## src/rtl/proc_issue_sequencer.sv

```systemverilog
// proc_issue_sequencer: host-fed FIFO plus issue FSM driving the Processor sig[7:0] input.
// Ports: clk, rst (async high), in_data/in_valid/in_ready (host push), start (IDLE/HALT -> ISSUE),
//   sig/sig_valid (registered issue), busy, halted, fifo_count, issued_cnt.
//   Optional: define SEQ_STEP_EN to add input `step`, gating every pop in ISSUE.
module proc_issue_sequencer #(
    parameter int         DEPTH     = 4,
    parameter int         MC_CYCLES = 3,
    parameter logic [7:0] HALT_CODE = 8'hFF
) (
    input  logic                       clk,
    input  logic                       rst,
    input  logic [7:0]                 in_data,
    input  logic                       in_valid,
    output logic                       in_ready,
    input  logic                       start,
`ifdef SEQ_STEP_EN
    input  logic                       step,
`endif
    output logic [7:0]                 sig,
    output logic                       sig_valid,
    output logic                       busy,
    output logic                       halted,
    output logic [$clog2(DEPTH):0]     fifo_count,
    output logic [7:0]                 issued_cnt
);

    localparam int AW = $clog2(DEPTH);
    localparam int CW = AW + 1;
    localparam int WW = $clog2(MC_CYCLES) + 1;

    typedef enum logic [1:0] {
        S_IDLE,
        S_ISSUE,
        S_WAIT,
        S_HALT
    } state_t;

    state_t          state, state_n;
    logic [7:0]      mem [DEPTH];
    logic [AW-1:0]   wptr, rptr;
    logic [CW-1:0]   count;
    logic [WW-1:0]   wcnt;
    logic [7:0]      head;
    logic            push, pop, issue, load_wait, empty, go;

    // in_ready comes from the registered count only, so a pop on
    // the same edge never frees a slot for a concurrent push.
    assign in_ready   = count < CW'(DEPTH);
    assign push       = in_valid & in_ready;
    assign empty      = (count == '0);
    assign head       = mem[rptr];
    assign fifo_count = count;
    assign busy       = (state == S_ISSUE) || (state == S_WAIT);
    assign halted     = (state == S_HALT);

`ifdef SEQ_STEP_EN
    assign go = step;
`else
    assign go = 1'b1;
`endif

    always_comb begin
        state_n   = state;
        pop       = 1'b0;
        issue     = 1'b0;
        load_wait = 1'b0;
        unique case (state)
            S_IDLE: begin
                if (start) state_n = S_ISSUE;
            end
            S_ISSUE: begin
                if (!empty && go) begin
                    pop = 1'b1;
                    if (head == HALT_CODE) begin
                        state_n = S_HALT;
                    end else begin
                        issue = 1'b1;
                        if (head[7:6] == 2'b11 && MC_CYCLES > 1) begin
                            state_n   = S_WAIT;
                            load_wait = 1'b1;
                        end
                    end
                end
            end
            S_WAIT: begin
                if (wcnt == WW'(1)) state_n = S_ISSUE;
            end
            S_HALT: begin
                if (start) state_n = S_ISSUE;
            end
            default: state_n = S_IDLE;
        endcase
    end

    always_ff @(posedge clk or posedge rst) begin
        if (rst) state <= S_IDLE;
        else     state <= state_n;
    end

    // Storage needs no reset: the pointers and count define validity.
    always_ff @(posedge clk) begin
        if (push) mem[wptr] <= in_data;
    end

    always_ff @(posedge clk or posedge rst) begin
        if (rst) begin
            wptr  <= '0;
            rptr  <= '0;
            count <= '0;
        end else begin
            if (push) wptr <= wptr + AW'(1);
            if (pop)  rptr <= rptr + AW'(1);
            unique case ({push, pop})
                2'b10:   count <= count + CW'(1);
                2'b01:   count <= count - CW'(1);
                default: count <= count;
            endcase
        end
    end

    // Loaded with MC_CYCLES-1 on a multi-cycle issue; WAIT exits at 1,
    // so the next pop lands exactly MC_CYCLES edges after this one.
    always_ff @(posedge clk or posedge rst) begin
        if (rst) begin
            wcnt <= '0;
        end else if (load_wait) begin
            wcnt <= WW'(MC_CYCLES - 1);
        end else if (state == S_WAIT) begin
            wcnt <= wcnt - WW'(1);
        end
    end

    always_ff @(posedge clk or posedge rst) begin
        if (rst) begin
            sig        <= '0;
            sig_valid  <= 1'b0;
            issued_cnt <= '0;
        end else begin
            sig_valid <= issue;
            if (issue) begin
                sig        <= head;
                issued_cnt <= issued_cnt + 8'd1;
            end
        end
    end

endmodule

```

## config.mk

```make
export PLATFORM = sky130hd
export DESIGN_NAME = proc_issue_sequencer
export DESIGN_NICKNAME = d
export VERILOG_FILES = /design/src/rtl/proc_issue_sequencer.sv
export SDC_FILE = /design/constraint.sdc
export NUM_CORES = 1
export LEC_CHECK = 0
export CORE_MARGIN = 4
export CORE_UTILIZATION = 55
export DETAILED_ROUTE_END_ITERATION = 6
export MAX_ROUTING_LAYER = met4
export PLACE_DENSITY = 0.78
export SETUP_SLACK_MARGIN = 0.1
export SLEW_MARGIN = 20
export SYNTH_ARGS = -nofsm -noshare
export SYNTH_HDL_FRONTEND = slang
export SYNTH_SLANG_ARGS = --single-unit
```

## constraint.sdc

```tcl
create_clock -name clk -period 6.05 [get_ports clk]
set_clock_uncertainty 0.2 [all_clocks]
set_input_delay 0.605 -clock clk [delete_from_list [all_inputs] [get_ports clk]]
set_output_delay 0.605 -clock clk [all_outputs]
set_load 0.05 [all_outputs]
```

==> out/qor.yml <==
worst_setup_path:
  cp-end-kind: "primary output"
  startpoint_type: "register"
  crit_arrival_ns: 1.94
  critPathKind: "reg2out"
  path_max_fanout: 4
  worstPathRequired_ns: 5.24
drt:
  vias_per_cell: 5.26
  ant_nets: 0
  first_pass_iters: 4
  first_iter_violations: 93
  route.detailed.drc: 0
  wl_per_cell_um: 16.1
  routed_wl_mm: 4.53
  num_vias: 1483
global_routing:
  gr-total-overflow: 0
  grt_pass1_wl_mm: 7.60
  grt_max_degree: 30
  antenna_found_initial: 0
  grt_pass1_vias: 1602
  grtUsageTotal_pct: 17.2
pwr:
  p_switching_mw: 0.802
  p_sw_share_pct: 41.5
  total_power_mw: 1.93
  p_seq_share_pct: 34.6
  p_int_mw: 1.13
  vdd_ir_drop_max_v: 0.000293
  leakagePower_nw: 1.32
  p_clk_share_pct: 20.0
  power_per_cell_area_nw_per_um2: 604
  power_frac_comb_pct: 45.4
finish:
  drive_gt1_share_pct: 13.0
  fin_nets: 249
  diodes: 0
  seq_area_um2: 1690
  n_fill_cell: 290
  synthToLayoutAreaGrowth_pct: 22.0
  multi_input_area_um2: 830
  final_cell_area_um2: 3200
timing:
  min_period_over_period_pct: 45.3
  drv_slew: 0
  hold_viol_final: 0
  finalSetupViolations: 0
  setup-tns-final_ns: 0
  worstMarginPinSlew_ns: 0.593
  fmax_mhz: 365
  slew_headroom_pct: 60.4
  min_period_ns: 2.74
  rsz0062_at_grt: "false"
clock_tree:
  cts_made_buffers: 9
  cts_tree: "built"
  post_cts_buffers: 0
  clock_latency_ns: 0.33
  cts_root_buffer: "clkbuf_8"
  clk_pin_slew_worst_paths_ns: 0.07
  postCtsResizedCells: 0
  htreeDepth: 3
  ctsHoldBuffers: 0
  cts.sinks: 61
  cts_buffer_depth: 2
synthesis:
  synth_top_area_share_pct: 36.7
  synth.distinct_cells: 31
  synth_seq_cells: 61
  avgSynthCellArea_um2: 14.1
  synthCells: 186
  syn-num-nets: 210
  ys_seq_area_share_pct: 64.3
  synth_area_leaders: "edfxtp_1, dfrtp_1, mux4_2, nand2_1, ha_1"
  syn-cell-area_um2: 2620
  synth_area_leader_cell: "edfxtp_1"
  ys_warn_count: 0
placed_design:
  hpwl_mm: 3.22
  gp_congestion: 0.763
  place_area_um2: 2980
  io_buffers: 34
hold_path:
  hold_class: "reg2reg"
floorplan:
  die_w_um: 77.0
  chipHeight_um: 77.0
  fp.dieArea_um2: 5930
  std_cell_rows: 24
  start_util_pct: 58.6
  core_um2: 4470
  io_pins: 35
flow_run:
  cap_violations: 0
outcome:
  status: "complete, no violations"
## Yosys cell counts (all sizes together)
library cell   n
nand2         38
edfxtp        32
dfrtp         29
inv           15
ha            11
xnor2         10
mux4           8
and2           6
xor2           5
buf            4
nand4          3
nor2           3
nor3           3
a21oi          2
clkbuf         2
mux2           2
nand3          2
o21ai          2
a221o          1
a31o           1
and4           1
clkinv         1
fa             1
mux2i          1
nand2b         1
nor2b          1
or3            1
## cell usage in the layout, fill, tap and decap left out, types with 2 or more instances in the layout
cell             synthesis  routed
nand2_1                 38      38
clkdlybuf4s50_1          0      34
edfxtp_1                32      32
dfrtp_1                 29      29
inv_1                   15      14
ha_1                    11      11
xnor2_1                 10      10
clkbuf_8                 0       9
mux4_2                   8       8
and2_1                   5       5
xor2_1                   5       5
clkinv_2                 1       3
nor2_1                   3       3
nand4_1                  3       3
nor3_2                   3       3
a21oi_1                  2       2
o21ai_0                  2       2
nand3_1                  2       2
mux2_1                   2       2
bufinv_16                0       2
## routing by layer
| metal | vias up | part of all wire, % | GRT usage, % |
|---|---|---|---|
| met4 | 0 | 2.0 | 7.65 |
| met5 | - | 0 | - |
| met3 | 10 | 5.0 | 5.50 |
| met2 | 40 | 51 | 27.8 |
| met1 | 722 | 42 | 19.7 |
| li1 | 711 | - | - |
## power groups by stage
stage	logic [mW]	registers (mW)	clock network [mW]
floorplan	0.488	0.836	0
global placement	0.850	0.670	0
detailed placement	0.879	0.679	0
CTS	0.890	0.671	0.390
global route	0.941	0.689	0.413
finish	0.877	0.669	0.386
## worst max-delay path: stages, from the launching register on
cell and delay [ns]:
dfrtp_1 0.39, inv_1 0.06, ha_1 0.28, inv_1 0.07
clkdlybuf4s50_1 0.80
## layout make-up
type	count	area share (%)
clock buffer	9	3.87
clock inverter	7	2.82
inverter	16	1.92
multi-input combinational	103	25.9
sequential	61	52.8
tap	52	2.04
timing repair buffer	34	10.6
## state kept, by name (all words and copies together), names as in the netlist
name	count
sig_valid	1
mem	32
issued_cnt	8
state	2
rptr	2
wptr	2
wcnt	3
sig	8
fifo_count	3
## worst paths after layout
path	startpoint	to	slack, ns	depth (start not counted)
min	issued_cnt[7]	issued_cnt[7]	0.27	1
max reg2reg	rptr[0]	issued_cnt[4]	3.44	6
max in group asynchronous	rst	sig[1]	4.80	2
max	state[0]	busy	3.31	4
min reg2reg	issued_cnt[7]	issued_cnt[7]	0.27	1
min in group asynchronous	rst	wptr[1]	0.46	2
## metrics by stage
stage                     worst slack, ns  std cells  utilization, %  hold slack, ns
after detailed placement             3.35        266            66.7           0.262
after global placement               3.46        266            66.7           0.257
after CTS                            3.28        282            71.4           0.273
final                                3.31        282            71.4           0.271
after global routing                 3.21        282            71.4           0.300
after floorplan                      3.78        186               -           0.281
## cells by family after synthesis
group	share of synthesized area [%]
adders and majority gates	6.01
and+or+nand+nor	10.7
muxes	8.11
xor gates and xnor gates	5.01
AOI/OAI and AO/OA	1.81
buffers and inverters	4.01
DFF	64.3
No activity file was read; power rests on OpenSTA's default activity.
